$ cat src/rtl/mtimer_pkg.sv
// Shared definitions for the machine timer: register word offsets,
// CTRL bit positions and the default mtimecmp reset value.
package mtimer_pkg;

  // Word index (bus_addr[4:2]) of each mapped register
  localparam logic [2:0] OFF_MTIME_LO    = 3'd0;
  localparam logic [2:0] OFF_MTIME_HI    = 3'd1;
  localparam logic [2:0] OFF_MTIMECMP_LO = 3'd2;
  localparam logic [2:0] OFF_MTIMECMP_HI = 3'd3;
  localparam logic [2:0] OFF_CTRL        = 3'd4;

  // CTRL register bit positions
  localparam int unsigned CTRL_EN = 0;
  localparam int unsigned CTRL_IE = 1;

  // All-ones compare value keeps the interrupt quiet after reset
  localparam logic [63:0] CMP_RESET_DEFAULT = '1;

endpackage

$ cat src/rtl/mtimer_if.sv
// Peripheral bus between the data-bus fabric (master) and the timer (slave).
//   bus_req/bus_we/bus_addr/bus_wdata : request side, held until bus_ack
//   bus_rdata/bus_ack                 : completion side, one-cycle ack pulse
interface mtimer_if;
  logic        bus_req;
  logic        bus_we;
  logic [4:0]  bus_addr;
  logic [31:0] bus_wdata;
  logic [31:0] bus_rdata;
  logic        bus_ack;

  modport master (
    output bus_req, bus_we, bus_addr, bus_wdata,
    input  bus_rdata, bus_ack
  );

  modport slave (
    input  bus_req, bus_we, bus_addr, bus_wdata,
    output bus_rdata, bus_ack
  );
endinterface

$ cat src/rtl/mtimer_prescaler.sv
// Clock prescaler for mtime.
//   clk, rst : clock, asynchronous active-high reset
//   en       : count enable; 0 freezes the count
//   clr      : synchronous clear to 0 (wins over en)
//   tick     : high on the cycle the count equals PRESCALE-1
// PRESCALE is the number of clk cycles per tick, 1..65535.
module mtimer_prescaler #(
  parameter int unsigned PRESCALE = 4
) (
  input  logic clk,
  input  logic rst,
  input  logic en,
  input  logic clr,
  output logic tick
);

  localparam logic [15:0] LAST = 16'(PRESCALE - 1);

  logic [15:0] cnt;

  assign tick = en & (cnt == LAST);

  always_ff @(posedge clk or posedge rst) begin
    if (rst) begin
      cnt <= '0;
    end else if (clr) begin
      cnt <= '0;
    end else if (en) begin
      cnt <= (cnt == LAST) ? '0 : cnt + 16'd1;
    end
  end

endmodule

$ cat src/rtl/mtimer_unit.sv
// Memory-mapped RISC-V machine timer (mtime / mtimecmp) with prescaler
// and level timer interrupt.
//   clk, rst   : clock, asynchronous active-high reset
//   bus        : slave side of the peripheral bus (mtimer_if)
//   real_mtime : live 64-bit mtime register value
//   timer_irq  : machine timer interrupt, level
// Register map (word offsets): 0x00 MTIME_LO, 0x04 MTIME_HI,
// 0x08 MTIMECMP_LO, 0x0C MTIMECMP_HI, 0x10 CTRL {IE, EN};
// 0x14..0x1C read 0, ignore writes, still acked.
module mtimer_unit
  import mtimer_pkg::*;
#(
  parameter int unsigned PRESCALE  = 4,
  parameter logic [63:0] CMP_RESET = CMP_RESET_DEFAULT
) (
  input  logic        clk,
  input  logic        rst,
  mtimer_if.slave     bus,
  output logic [63:0] real_mtime,
  output logic        timer_irq
);

  logic [63:0] mtime;
  logic [63:0] mtimecmp;
  logic        ctrl_en;
  logic        ctrl_ie;
  logic        tick;
  logic        accept;
  logic        wr;
  logic [2:0]  idx;
  logic        wr_mtime_lo, wr_mtime_hi, wr_cmp_lo, wr_cmp_hi, wr_ctrl;
  logic        presc_clr;
  logic        pend_next;
  logic [31:0] rd_mux;
  logic        unused_addr_bits;

  // A request is taken only when no ack is outstanding, so a held
  // request completes at most every second cycle.
  assign accept = bus.bus_req & ~bus.bus_ack;
  assign wr     = accept & bus.bus_we;
  assign idx    = bus.bus_addr[4:2];

  assign unused_addr_bits = ^bus.bus_addr[1:0];

  assign wr_mtime_lo = wr & (idx == OFF_MTIME_LO);
  assign wr_mtime_hi = wr & (idx == OFF_MTIME_HI);
  assign wr_cmp_lo   = wr & (idx == OFF_MTIMECMP_LO);
  assign wr_cmp_hi   = wr & (idx == OFF_MTIMECMP_HI);
  assign wr_ctrl     = wr & (idx == OFF_CTRL);

  assign presc_clr = wr_mtime_lo | wr_mtime_hi | wr_cmp_lo | wr_cmp_hi;

  mtimer_prescaler #(
    .PRESCALE (PRESCALE)
  ) u_prescaler (
    .clk  (clk),
    .rst  (rst),
    .en   (ctrl_en),
    .clr  (presc_clr),
    .tick (tick)
  );

  always_comb begin
    rd_mux = '0;
    case (idx)
      OFF_MTIME_LO:    rd_mux = mtime[31:0];
      OFF_MTIME_HI:    rd_mux = mtime[63:32];
      OFF_MTIMECMP_LO: rd_mux = mtimecmp[31:0];
      OFF_MTIMECMP_HI: rd_mux = mtimecmp[63:32];
      OFF_CTRL:        rd_mux = {30'd0, ctrl_ie, ctrl_en};
      default:         rd_mux = '0;
    endcase
  end

  // A software write to either half drops a coincident tick entirely;
  // the untouched half keeps its old value.
  always_ff @(posedge clk or posedge rst) begin
    if (rst) begin
      mtime <= '0;
    end else if (wr_mtime_lo) begin
      mtime[31:0] <= bus.bus_wdata;
    end else if (wr_mtime_hi) begin
      mtime[63:32] <= bus.bus_wdata;
    end else if (tick) begin
      mtime <= mtime + 64'd1;
    end
  end

  always_ff @(posedge clk or posedge rst) begin
    if (rst) begin
      mtimecmp <= CMP_RESET;
    end else if (wr_cmp_lo) begin
      mtimecmp[31:0] <= bus.bus_wdata;
    end else if (wr_cmp_hi) begin
      mtimecmp[63:32] <= bus.bus_wdata;
    end
  end

  always_ff @(posedge clk or posedge rst) begin
    if (rst) begin
      ctrl_en <= 1'b1;
      ctrl_ie <= 1'b0;
    end else if (wr_ctrl) begin
      ctrl_en <= bus.bus_wdata[CTRL_EN];
      ctrl_ie <= bus.bus_wdata[CTRL_IE];
    end
  end

  always_ff @(posedge clk or posedge rst) begin
    if (rst) begin
      bus.bus_ack   <= 1'b0;
      bus.bus_rdata <= '0;
    end else begin
      bus.bus_ack <= accept;
      if (accept) begin
        bus.bus_rdata <= bus.bus_we ? '0 : rd_mux;
      end
    end
  end

  // Compare on the registered values; the irq register adds the single
  // cycle of lag, so no separate pending register is kept.
  assign pend_next = (mtime >= mtimecmp);

  always_ff @(posedge clk or posedge rst) begin
    if (rst) begin
      timer_irq <= 1'b0;
    end else begin
      timer_irq <= pend_next & ctrl_ie;
    end
  end

  assign real_mtime = mtime;

endmodule

$ cat src/flat_wrapper.sv
// flat-port wrapper written by rule: the top's interface ports become plain ports
module mtimer_unit_flat import mtimer_pkg::*;
#(
  parameter int unsigned PRESCALE  = 4,
  parameter logic [63:0] CMP_RESET = CMP_RESET_DEFAULT
)
  (clk, rst, real_mtime, timer_irq, bus_bus_req, bus_bus_we, bus_bus_addr, bus_bus_wdata, bus_bus_rdata, bus_bus_ack);
  mtimer_if bus_i ();
  input  logic clk;
  input  logic rst;
  output logic [63:0] real_mtime;
  output logic timer_irq;
  input wire logic [$bits(bus_i.bus_req)-1:0] bus_bus_req;
  input wire logic [$bits(bus_i.bus_we)-1:0] bus_bus_we;
  input wire logic [$bits(bus_i.bus_addr)-1:0] bus_bus_addr;
  input wire logic [$bits(bus_i.bus_wdata)-1:0] bus_bus_wdata;
  output wire logic [$bits(bus_i.bus_rdata)-1:0] bus_bus_rdata;
  output wire logic [$bits(bus_i.bus_ack)-1:0] bus_bus_ack;
  assign bus_i.bus_req = bus_bus_req;
  assign bus_i.bus_we = bus_bus_we;
  assign bus_i.bus_addr = bus_bus_addr;
  assign bus_i.bus_wdata = bus_bus_wdata;
  assign bus_bus_rdata = bus_i.bus_rdata;
  assign bus_bus_ack = bus_i.bus_ack;
  mtimer_unit #(.PRESCALE(PRESCALE), .CMP_RESET(CMP_RESET)) u_core (.clk(clk), .rst(rst), .bus(bus_i), .real_mtime(real_mtime), .timer_irq(timer_irq));
endmodule
$ cat config.mk
export PLATFORM = sky130hd
export DESIGN_NAME = mtimer_unit_flat
export DESIGN_NICKNAME = d
export VERILOG_FILES = /design/src/rtl/mtimer_pkg.sv /design/src/rtl/mtimer_if.sv /design/src/rtl/mtimer_prescaler.sv /design/src/rtl/mtimer_unit.sv /design/src/flat_wrapper.sv
export SDC_FILE = /design/constraint.sdc
export NUM_CORES = 1
export LEC_CHECK = 0
export ABC_AREA = 1
export CORE_MARGIN = 2
export CORE_UTILIZATION = 41
export DETAILED_ROUTE_END_ITERATION = 8
export PLACE_DENSITY = 0.72
export SYNTH_ARGS = -nofsm -noshare
export SYNTH_HDL_FRONTEND = slang
export SYNTH_SLANG_ARGS = --single-unit
export TNS_END_PERCENT = 100
$ cat constraint.sdc
create_clock -name clk -period 8.5 [get_ports clk]
set_clock_uncertainty 0.1 [all_clocks]
set_input_delay 0.85 -clock clk [delete_from_list [all_inputs] [get_ports clk]]
set_output_delay 0.85 -clock clk [all_outputs]
set_load 0.02 [all_outputs]
==> results of run 1 <==
-- power by group through the flow --
stage                     Clock (µW)  Sequential (µW)  Combinational [µW]
after global routing             857             1480                1710
final                            813             1460                1530
after detailed placement           0             1460                1510
after CTS                        824             1450                1520
after floorplan                    0             1480                 829
after global placement             0             1450                1460
-- layout make-up --
type	instances	area (µm²)	share of cell area, %
Multi-Input combinational cell	1249	6400	44.7
Sequential cell	180	4590	32.0
Timing Repair Buffer	145	1430	9.98
Inverter	223	842	5.88
Tap cell	384	480	3.36
Clock buffer	18	439	3.07
Clock inverter	14	139	0.970
-- sequential cells by signal, indices dropped and copies added, names as in the netlist --
name / count
u_core.ctrl_en: 1
u_core.timer_irq: 1
u_core.mtimecmp: 64
u_core.ctrl_ie: 1
u_core.real_mtime: 64
u_core.bus.bus_ack: 1
u_core.u_prescaler.cnt: 16
u_core.bus.bus_rdata: 32
-- per-layer routing --
| layer | up-vias | wire length, µm |
|---|---|---|
| met5 | - | 0 |
| met4 | 0 | 916 |
| met3 | 63 | 2780 |
| met2 | 471 | 20200 |
| met1 | 5793 | 19100 |
| li1 | 5816 | - |
-- worst register-to-register path: cells and delay by family (launching register included) --
family,cells,cell delay [ns]
and+or+nand+nor,8,1.71
buffers and inverters,4,1.38
DFF,1,0.41
-- per-stage QoR --
step	hold slack [ns]	util, %	instances	cell area [µm²]
final	0.379	49.6	2213	14300
after global routing	0.391	49.6	2213	14300
after CTS	0.379	49.6	2213	14300
after detailed placement	0.367	47.6	2181	13700
after global placement	0.362	47.6	2181	13700
after floorplan	0.354	-	1710	12100
-- worst max path at each step --
stage | start | endpoint | cells after the start
after floorplan | rst | u_core.bus.bus_ack | 1
after global placement | bus_bus_addr[4] | u_core.real_mtime[42] | 12
after CTS | bus_bus_addr[4] | u_core.real_mtime[32] | 11
after global routing | bus_bus_addr[4] | u_core.real_mtime[35] | 13
after detailed placement | bus_bus_addr[4] | u_core.real_mtime[42] | 12
final | bus_bus_addr[4] | u_core.real_mtime[40] | 13
-- cells by family after synthesis --
group / after synthesis / share of synthesized area, %
AND/OR/NAND/NOR: 824 / 28.9
flip-flops: 180 / 38.0
XOR/XNOR: 23 / 1.67
adder cells (fa/ha/maj): 66 / 6.85
buffers and inverters: 281 / 8.97
AO/OA/AOI/OAI: 336 / 15.6
-- layout by cell type, fill, tap and decap left out, types with 6 or more instances in the layout --
master and instances:
nand2_1 488, inv_1 215, nor2_1 158, o21ai_0 155, clkdlybuf4s50_1 136, dfrtp_1 115, nand3_1 77, ha_1 66
a21oi_1 65, dfstp_2 65, o22ai_1 34, o21ai_1 34, a221oi_1 30, nor3_1 29, nand4_1 29, clkbuf_16 17
xnor2_1 13, o211ai_1 11, xor2_1 10, buf_4 9, nor2_4 8, nor2_2 8, nand2_2 7, inv_2 6
==> results.ini, run 1 <==
[global_routing]
grt_max_degree = 113
grt_util_met1_pct = 38.9
number_of_global_route_vias_before_repair = 11700
grt-busiest-layer = met2
grt_util_met2_pct = 46.0
grt_use_total_pct = 28.1
grt_pass1_wl_um = 66600
grt_remaining_overflow = 0
grt_use_met3_pct = 3.94
initial_antenna_violation_count = 0

[pwr]
design_internal_power_uw = 2150
leakagePower_uw = 0.00634
p_comb_share_pct = 40.3
vdd_ir_drop_max_v = 0.000156
pwr_density_cell_nw_per_um2 = 265
p_sw_share_pct = 43.4
finalPower_uw = 3800
power.sequential.fraction_pct = 38.3
power_switching_uw = 1650
clock_power_share_pct = 21.4

[yosys]
ys_seq_area_share_pct = 38.0
post_synth_instance_area_um2 = 12100
total_of_warnings_raised_by_yosys = 0
ys_types = 40
dominantRegCellSynth = dfrtp_1
yosys-top-cells-count = 488 x nand2_1, 216 x inv_1, 158 x nor2_1, 156 x o21ai_0, 115 x dfrtp_1
post_synth_main_area_contributors = dfrtp_1 24%, nand2_1 15%, dfstp_2 14%
most_repeated_cell_in_the_gate_level_netlist_after_synthesis = nand2_1
synth_enable_flop_cells = 0
synth_top_cell_area_share_pct = 23.9
avgSynthCellArea_um2 = 7.05
post-synth-top-area-cell = dfrtp_1
ys_ff_latch = 180
async_reset_ff_share_pct = 100
synth_fp_nets = 1817
postSynthCellCount = 1710

[routing]
route.antenna.remaining_nets = 0
detailedRoute.firstIterationViolations = 977
detail_route.wirelength_um = 42900
via_per_inst = 5.49
detailroute.via_count = 12100
post_drt_wl_per_cell_um = 19.4
1st_pass_router_iterations = 6
drc = 0

[timing]
finalCriticalPeriod_ns = 5.08
finalSetupViolCount = 0
fin_setup_tns_ns = 0
max_freq_mhz = 197
maxSlewHeadroom_pct = 19.4
final_min_period_over_clock_period_pct = 59.7
max_slew.worst_pin.slew_ns = 1.21
report.final.slew_viol_count = 0
worst_slack_ns = 3.42
report.final.hold_viol_count = 0
rsz0062_at_grt = false

[critical_path]
r2r_end = u_core.real_mtime[40]
worst_path_largest_cell_delay_ns = 0.81
most_frequent_cell_on_the_critical_path = nand2_1
crit_chain = clkdlybuf4s50_1 > inv_2 > nand3_2 > nor2_8 > inv_2 > nand2_1 > nand2_2 > buf_4 > inv_2 > nand2_1 > nand2_1 > nand2_1 > inv_1
crit_buf_inv = 6
timing.critical_path.max_delay_family = simple AND/OR/NAND/NOR gates
worst-r2r-cell-count = 12
cp_slowest_cell = nor2_8
crit_type = input pin to register
critical_path.startpoint_type = input pin
crit_path_end_kind = register
crit_required_ns = 8.80
worst-path-max-fanout = 45
reg2reg_from = u_core.bus.bus_ack
timing.critical_path.arrival_ns = 5.37
setup.reg_to_reg.worst_slack_ns = 4.86

[floorplan]
ports_placed_on_the_boundary = 139
initial_core_util_pct = 41.8
die_area_um2 = 30800
row_count = 62
die_x_um = 175
die-height_um = 175
floorplan.core_area_um2 = 28900

[placement]
gpl.final_weighted_congestion = 1.00
placement.setup.worst_slack_ns = 3.12
place.port_buffers = 136
detailed_place_hpwl_um = 31900

[finish]
areaGrowthSynthToFinish_pct = 18.7
fillCellCount = 2902
num_antenna_cells = 0
finalNetCount = 1923
drive_gt1_share_pct = 7.98

[status]
run_status = completed

[clocking]
cts.htree.levels = 4
clk_transition_reported_paths_ns = 0.08
cts.repair_timing.setup_buffer_count = 0
clk_root_buffer_cell = clkbuf_16
cts_tree = built
clkSinkCount = 180
numCtsBuffers = 17
cts_resized = 0
buffer_depth_of_the_longest_clock_path = 2
cts-hold-fix-buffers = 0
worstSkewPairLatency_ns = 0.45

[hold_path]
start_point_of_the_worst_hold_path = u_core.mtimecmp[50]
min_path_type = register to register
min_to = u_core.mtimecmp[50]
hold_path_depth = 2

[flow_run]
cap_violations = 0

Power figures use the tool's default switching activity.
==> run 2: changes to the inputs <==
==> constraint.sdc (replaced) <==
create_clock -name clk -period 5.2 [get_ports clk]
set_clock_uncertainty 0.1 [all_clocks]
set_input_delay 0.52 -clock clk [delete_from_list [all_inputs] [get_ports clk]]
set_output_delay 0.52 -clock clk [all_outputs]
set_load 0.02 [all_outputs]
==> run 2 against run 1 <==
Clock power rose by 65%. Hold slack improved by 0.0023 ns. Final cell count hardly changed. Count of clock-buffer cells in the layout stayed put. Critical path type unchanged. Largest power group unchanged. Highest routed layer unchanged.
==> results.ini, run 2 (same netlist as run 1, synthesis figures left out) <==
[critical_path]
cp_slowest_cell = inv_2  ; was nor2_8
crit_required_ns = 5.48  ; was 8.80 ns
crit_type = input pin to register  ; unchanged
worst_path_largest_cell_delay_ns = 0.67  ; was 0.81 ns
worst-path-max-fanout = 33  ; was 45
crit_chain = clkdlybuf4s50_1 > nor2_2 > nand2_1 > nor2_4 > inv_2 > nand2_1 > nand2_2 > inv_2 > o21ai_0 > o21ai_1  ; was clkdlybuf4s50_1 > inv_2 > nand3_2 > nor2_8 > inv_2 > nand2_1 > nand2_2 > buf_4 > inv_2 > nand2_1 > nand2_1 > nand2_1 > inv_1
crit_path_end_kind = register  ; unchanged
critical_path.startpoint_type = input pin  ; unchanged
timing.critical_path.arrival_ns = 3.45  ; was 5.37 ns

[global_routing]
grt_remaining_overflow = 0  ; unchanged
grt_use_total_pct = 28.2  ; was 28.1%
grt_max_degree = 181  ; was 113
number_of_global_route_vias_before_repair = 11800  ; was 11.7k
initial_antenna_violation_count = 0  ; unchanged
grt_pass1_wl_um = 67300  ; was 66600 µm

[timing]
max_freq_mhz = 316
final_min_period_over_clock_period_pct = 60.9
min_hold_slack_ns = 0.381  ; was 0.379 ns
fin_setup_tns_ns = 0  ; unchanged
maxSlewHeadroom_pct = 18.7  ; was 19.4%
finalCriticalPeriod_ns = 3.17
max_slew.worst_pin.slew_ns = 1.22  ; was 1.21 ns
report.final.hold_viol_count = 0  ; unchanged
report.final.slew_viol_count = 0  ; unchanged
rsz0062_at_grt = false  ; unchanged
finalSetupViolCount = 0  ; unchanged
worst_slack_ns = 2.03  ; was 3.42 ns

[routing]
1st_pass_router_iterations = 5  ; was 6
detailroute.via_count = 12300  ; was 12.1k
detail_route.wirelength_um = 43000  ; was 42900 µm
route.antenna.remaining_nets = 0  ; unchanged
via_per_inst = 5.57  ; was 5.49
post_drt_wl_per_cell_um = 19.4  ; about the same
detailedRoute.firstIterationViolations = 1045  ; was 977
drc = 0  ; unchanged

[floorplan]
floorplan.core_area_um2 = 28900  ; unchanged
initial_core_util_pct = 41.8  ; unchanged
die_x_um = 175  ; unchanged
die_area_um2 = 30800  ; unchanged
die-height_um = 175  ; unchanged
row_count = 62  ; unchanged
ports_placed_on_the_boundary = 139  ; unchanged

[flow_run]
cap_violations = 0  ; unchanged

[pwr]
pwr_density_cell_nw_per_um2 = 434  ; was 265 nW/µm²
finalPower_uw = 6220  ; was 3800 µW
leakagePower_uw = 0.00633  ; was 0.00634 µW
vdd_ir_drop_max_v = 0.000261  ; was 0.000156 V

[clocking]
buffer_depth_of_the_longest_clock_path = 2  ; unchanged
numCtsBuffers = 17  ; unchanged
worstSkewPairLatency_ns = 0.46  ; was 0.45 ns
cts.repair_timing.setup_buffer_count = 0  ; unchanged
cts_resized = 0  ; unchanged
clkSinkCount = 180  ; unchanged
clk_transition_reported_paths_ns = 0.08  ; about the same
cts-hold-fix-buffers = 0  ; unchanged
clk_root_buffer_cell = clkbuf_16  ; unchanged
cts_tree = built  ; unchanged
cts.htree.levels = 4  ; unchanged

[placement]
place.port_buffers = 136  ; unchanged
detailed_place_hpwl_um = 31600  ; was 31900 µm
gpl.final_weighted_congestion = 1.03  ; was 1.00
placement.setup.worst_slack_ns = 1.64  ; was 3.12 ns

[finish]
areaGrowthSynthToFinish_pct = 19.0  ; was 18.7%
mostFrequentLayoutCell = nand2_1  ; unchanged
leading_cell_types_in_the_layout_fill_and_taps_excluded = 488 x nand2_1, 215 x inv_1, 158 x nor2_1, 155 x o21ai_0, 136 x clkdlybuf4s50_1  ; unchanged
num_antenna_cells = 0  ; unchanged
finalNetCount = 1924  ; was 1923
drive_gt1_share_pct = 7.98  ; about the same

[hold_path]
min_path_type = register to register  ; unchanged

[status]
run_status = completed  ; unchanged

run 2: cell type report:
class | count | area [µm²]
clock inverters | 14 | 151
flip-flops and latches | 180 | 4590
clock buffers | 18 | 429
multi-input cells | 1249 | 6410
inverters | 223 | 841
repair buffers | 146 | 1450
well taps | 384 | 480
fillers | 2923 | 14500
run 2: worst max-delay path, delay by kind of cell:
| kind | cells | cell delay [ns] |
|---|---|---|
| buffers and inverters | 3 | 1.35 |
| AOI/OAI and AO/OA | 2 | 0.40 |
| and+or+nand+nor | 5 | 1.17 |
run 2: through the flow:
stage          cell area [µm²]  utilization [%]  instances
2_1_floorplan            12100                -       1710
4_1_cts                  14300             49.7       2214
6_report                 14300             49.7       2214
5_1_grt                  14300             49.7       2214
3_5_place_dp             13800             47.7       2182
3_3_place_gp             13800             47.7       2182
run 2: final timing paths:
kind	cells after the start	startpoint	slack, ns	endpoint
min in group asynchronous	3	rst	0.62	u_core.bus.bus_rdata[3]
worst min-delay path	2	u_core.mtimecmp[60]	0.38	u_core.mtimecmp[60]
worst min register to register	2	u_core.mtimecmp[60]	0.38	u_core.mtimecmp[60]
worst max register to register	8	u_core.bus.bus_ack	2.26	u_core.real_mtime[11]
worst max-delay path	10	bus_bus_addr[2]	2.03	u_core.real_mtime[24]
max in group asynchronous	3	rst	3.62	u_core.bus.bus_rdata[12]
run 2: metal layers:
metal	track usage (%)	wire [µm]	up-vias
met5	0	0	-
met4	7.95	1010	0
met3	3.74	2500	68
met2	47.0	20300	504
met1	38.5	19200	5934
li1	-	-	5822
run 2: report_power, final:
part	internal, µW	switching, µW
registers	1820	570
logic	1000	1500
clock network	714	622
==> edit 1: new RTL, flow settings as in run 2 <==
Remove the register `timer_irq`: a continuous assignment takes its place, so the output `timer_irq` follows one clock earlier.
--- a/src/rtl/mtimer_unit.sv
+++ b/src/rtl/mtimer_unit.sv
@@ -124,9 +124,3 @@
 
-  always_ff @(posedge clk or posedge rst) begin
-    if (rst) begin
-      timer_irq <= 1'b0;
-    end else begin
-      timer_irq <= pend_next & ctrl_ie;
-    end
-  end
+  assign timer_irq = pend_next & ctrl_ie;
 
Check against the original RTL: not equivalent (Yosys sat finds a counterexample within 10 cycles, from zero or initial values and one cycle with rst high).
==> edit 1 against run 2 <==
  * Routed wire length grew 0.90%
  * Sequential cell count shrank 1
  * Sequential power shrank 2%
  * Register-to-register slack lost 0.16 ns
  * Synthesized cell count is essentially flat
  * Total power grew 0.34%
  * Final area is essentially flat
  * Setup slack lost 0.72 ns
  * Area after synthesis shrank 0.21%
  * Final cell count is the same
  * Critical path type is now flop to primary output
  * Critical endpoint is now timer_irq
  * Largest cell class unchanged
==> edit 1: results (changes against run 2) <==
global-route wire length before repair -> 66.81 mm (-0.66%)
met1 GRT Util -> 40.98% (+2.5 points)
relative slew slack -> 18.08% (-0.66 points)
Iteration-0 DRC Markers -> 1375 (+32%)
largest net degree at the start of global routing -> 180 (-0.55%)
critical path fanouts, max -> 3 (-91%)
post-synthesis xor/xnor area fraction -> 1.674% (+0.0035 points)
status -> completed
Leak -> 6.337 nW (about the same)
CP top delay family -> simple AND/OR/NAND/NOR gates
reg2reg path depth -> 11 (+3)
compound-gate portion of the synthesized area -> 15.62% (+0.032 points)
worst setup path start -> u_core.mtimecmp[7]
largest cells by area after synthesis -> dfrtp_1 24%, nand2_1 15%, dfstp_2 14%
All-Layer GR Usage -> 28.58% (+0.36 points)
CP endpoint -> timer_irq
fin crit share -> 74.70% (+14 points)
via count -> 12200 (-1.1%)
register area share after synthesis -> 37.90% (-0.13 points)
Placement Cell Area -> 13740 um^2 (-0.18%)
Avg Inst Size Synth -> 7.041 um^2 (-0.15%)
Critical Path AT -> 3.26 ns (-0.19 ns)
Synth top area share -> 23.71% (-0.16 points)
hpwl dp -> 33.18 mm (+5.1%)
crit path max-delay cell type -> clkdlybuf4s50_1
initial core utilization -> 41.81% (about the same)
==> edit 1: cell count changes in the layout (fill, tap and decap cells not counted), sizes merged <==
cell / delta
clkbuf: +3
inv: -1
buf: +1
dfrtp: -1
clkinv: -3
bufinv: +1
==> edit 1: final cells by class <==
| cell class | count | area [um^2] | share of cell area [%] |
|---|---|---|---|
| clock inverter | 11 | 150.1 | 1.046 |
| sequential | 179 | 4561 | 31.78 |
| multi-input combinational | 1249 | 6400 | 44.60 |
| tap | 384 | 480.5 | 3.348 |
| inverter | 223 | 840.8 | 5.860 |
| timing repair buffer | 147 | 1456 | 10.15 |
| clock buffer | 21 | 460.4 | 3.209 |
==> edit 1: per-layer routing <==
metal,routed length (um),up-vias
met5,0,-
met1,19290,5815
li1,-,5807
met4,893,0
met2,19340,516
met3,3880,58
==> edit 1: where the power goes <==
group	switching, mW	internal (mW)	leakage (nW)
Combinational	1.49	1.01	3.87
Sequential	0.542	1.81	2.18
Clock	0.605	0.787	0.294
Total	2.64	3.60	6.34
==> edit 2: new RTL, config.mk and constraints of run 2 <==
Without the edit above. Register the output `timer_irq` once more, with the module's reset; this adds one clock of latency there. The other outputs are not delayed to match.
--- a/src/rtl/mtimer_unit.sv
+++ b/src/rtl/mtimer_unit.sv
@@ -21,2 +21,4 @@
 );
+
+  logic timer_irq_s0;
 
@@ -126,5 +128,5 @@
     if (rst) begin
-      timer_irq <= 1'b0;
+      timer_irq_s0 <= 1'b0;
     end else begin
-      timer_irq <= pend_next & ctrl_ie;
+      timer_irq_s0 <= pend_next & ctrl_ie;
     end
@@ -134,2 +136,10 @@
 
+  always_ff @(posedge clk or posedge rst) begin
+    if (rst) begin
+      timer_irq <= '0;
+    end else begin
+      timer_irq <= timer_irq_s0;
+    end
+  end
+
 endmodule
Function: changed (Yosys sat finds a counterexample within 10 cycles, from zero or initial values and one cycle with rst high).
==> edit 2 against run 2 <==
  * Routed wire length shrank 4.3%
  * Largest power group unchanged
  * Final area grew 0.38%
  * Combinational power shrank 3%
  * Fmax shrank 9.2%
  * Critical endpoint is now u_core.real_mtime[30]
  * Critical path type unchanged
  * Total power shrank 1.7%
  * Utilization grew 0.053 points
  * Setup slack lost 0.32 ns
  * Sequential cell count grew 1
  * Sequential share of layout area grew 0.054 points
  * Area after synthesis grew 0.46%
==> edit 2: results (changes against run 2) <==
Leak -> 6.419 nW (+1.4%)
compound-gate portion of the synthesized area -> 15.79% (+0.21 points)
# nets final -> 1932 (+0.42%)
Synth Area in Adders -> 6.817% (-0.031 points)
vias in the first global route -> 11710 (-0.93%)
Routability Congestion -> 0.9824 (-4.4%)
Mapped Nets -> 1823 (+0.33%)
largest cells by area after synthesis -> dfrtp_1 24%, nand2_1 15%, dfstp_2 14%
Place WS -> 1.327 ns (-0.3132 ns)
Sw Pwr -> 2.590 mW (-3.7%)
post-route ant nets -> 0 (unchanged)
largest net degree at the start of global routing -> 182 (+0.55%)
Critical Path AT -> 3.76 ns (+0.31 ns)
most common library cells after synthesis -> 489 x nand2_1, 221 x inv_1, 154 x nor2_1, 122 x o21ai_0, 116 x dfrtp_1
status -> completed
Skew-Pair Late Insertion Delay -> 0.45 ns
final wirelength -> 41.17 mm (-4.3%)
YS warnings -> 0 (unchanged)
clk buf depth -> 2 (unchanged)
WL/cell -> 18.53 um (-4.7%)
Yosys cell types -> 41 (+2.5%)
layout cell share with drive strength beyond 1 -> 8.760% (+0.78 points)
critical path fanouts, max -> 49 (+48%)
Iteration-0 DRC Markers -> 996 (-4.7%)
CP max stage delay -> 0.50 ns (-0.17 ns)
hpwl dp -> 30.47 mm (-3.5%)
post-synthesis xor/xnor area fraction -> 1.663% (-0.0076 points)
dpl cells -> 2190 (+0.37%)
global-route wire length before repair -> 65.67 mm (-2.3%)
Max VDD drop -> 216.3 uV (-17%)
CP top delay family -> buffers and inverters
All-Layer GR Usage -> 27.32% (-0.89 points)
routed vias/inst -> 5.403 (-3.0%)
DRT Pass-1 Iters -> 6 (+1)
relative slew slack -> 19.24% (+0.50 points)
CTS Hold Bufs -> 0 (unchanged)
HP Class -> flop to flop
Cells after Synth -> 1716 (+0.35%)
register area share after synthesis -> 38.06% (about the same)
initial antenna violation count -> 0 (unchanged)
Setup Buffers After CTS -> 0 (unchanged)
-- edit 2: cell types whose count changed after synthesis, sizes merged, moves of 2 or more --
cell	before	now
inv	222	231
nor3	29	33
clkbuf	38	32
nand4	29	22
nand2	497	499
and2	5	0
nor2	175	178
buf	20	26
nand3	81	73
o21ai	190	196
-- edit 2: layout make-up --
| class | instances | area, um^2 |
|---|---|---|
| timing repair buffer | 148 | 1464 |
| inverter | 232 | 874.6 |
| fill | 2883 | 14540 |
| tap | 384 | 480.5 |
| sequential | 181 | 4611 |
| multi-input combinational | 1245 | 6389 |
| clock inverter | 13 | 146.4 |
| clock buffer | 19 | 432.9 |
-- edit 2: power groups by stage --
stage / sequential (mW) / combinational (mW) / clock (mW)
after floorplan: 2.40 / 1.35 / 0
after global placement: 2.34 / 2.35 / 0
after detailed placement: 2.35 / 2.42 / 0
after CTS: 2.33 / 2.43 / 1.35
after global routing: 2.40 / 2.75 / 1.41
final: 2.34 / 2.43 / 1.34
-- edit 2: final timing paths --
path / from / end / slack [ns] / depth (start not counted)
worst max-delay path: bus_bus_addr[2] / u_core.real_mtime[30] / 1.71 / 12
worst min-delay path: u_core.timer_irq_s0 / u_core.timer_irq / 0.27 / 0
worst max register to register: u_core.bus.bus_ack / u_core.real_mtime[30] / 1.95 / 11
worst min register to register: u_core.timer_irq_s0 / u_core.timer_irq / 0.27 / 0
max in group asynchronous: rst / u_core.bus.bus_rdata[29] / 3.65 / 3
min in group asynchronous: rst / u_core.bus.bus_rdata[10] / 0.61 / 3
-- edit 2: metrics by stage --
step           instance area (um^2)  hold WS (ns)
2_1_floorplan                 12120        0.2312
3_3_place_gp                  13820        0.2523
3_5_place_dp                  13820        0.2582
4_1_cts                       14400        0.2645
5_1_grt                       14400        0.2757
6_report                      14400        0.2693
-- edit 2: layer usage --
layer | track usage (%) | vias up | routed length, um
met4 | 7.955 | 0 | 753
li1 | - | 5821 | -
met5 | 0 | - | 0
met1 | 38.66 | 5681 | 18950
met3 | 3.571 | 51 | 2617
met2 | 43.77 | 453 | 18840
-- edit 2: worst reg2reg max path, stage by stage (launching register included) --
cell,delay [ns]
dfrtp_1,0.41
nor2_4,0.21
nand2_2,0.16
nor2_4,0.11
buf_4,0.48
inv_2,0.36
nand2_1,0.18
nand2_2,0.05
buf_4,0.30
inv_2,0.50
o21ai_0,0.18
o21ai_1,0.14
-- edit 2: logic make-up after synthesis --
family | after synthesis
AOI/OAI and AO/OA | 341
xor gates and xnor gates | 23
adders and majority gates | 66
buffers and inverters | 290
DFF | 181
and+or+nand+nor | 815
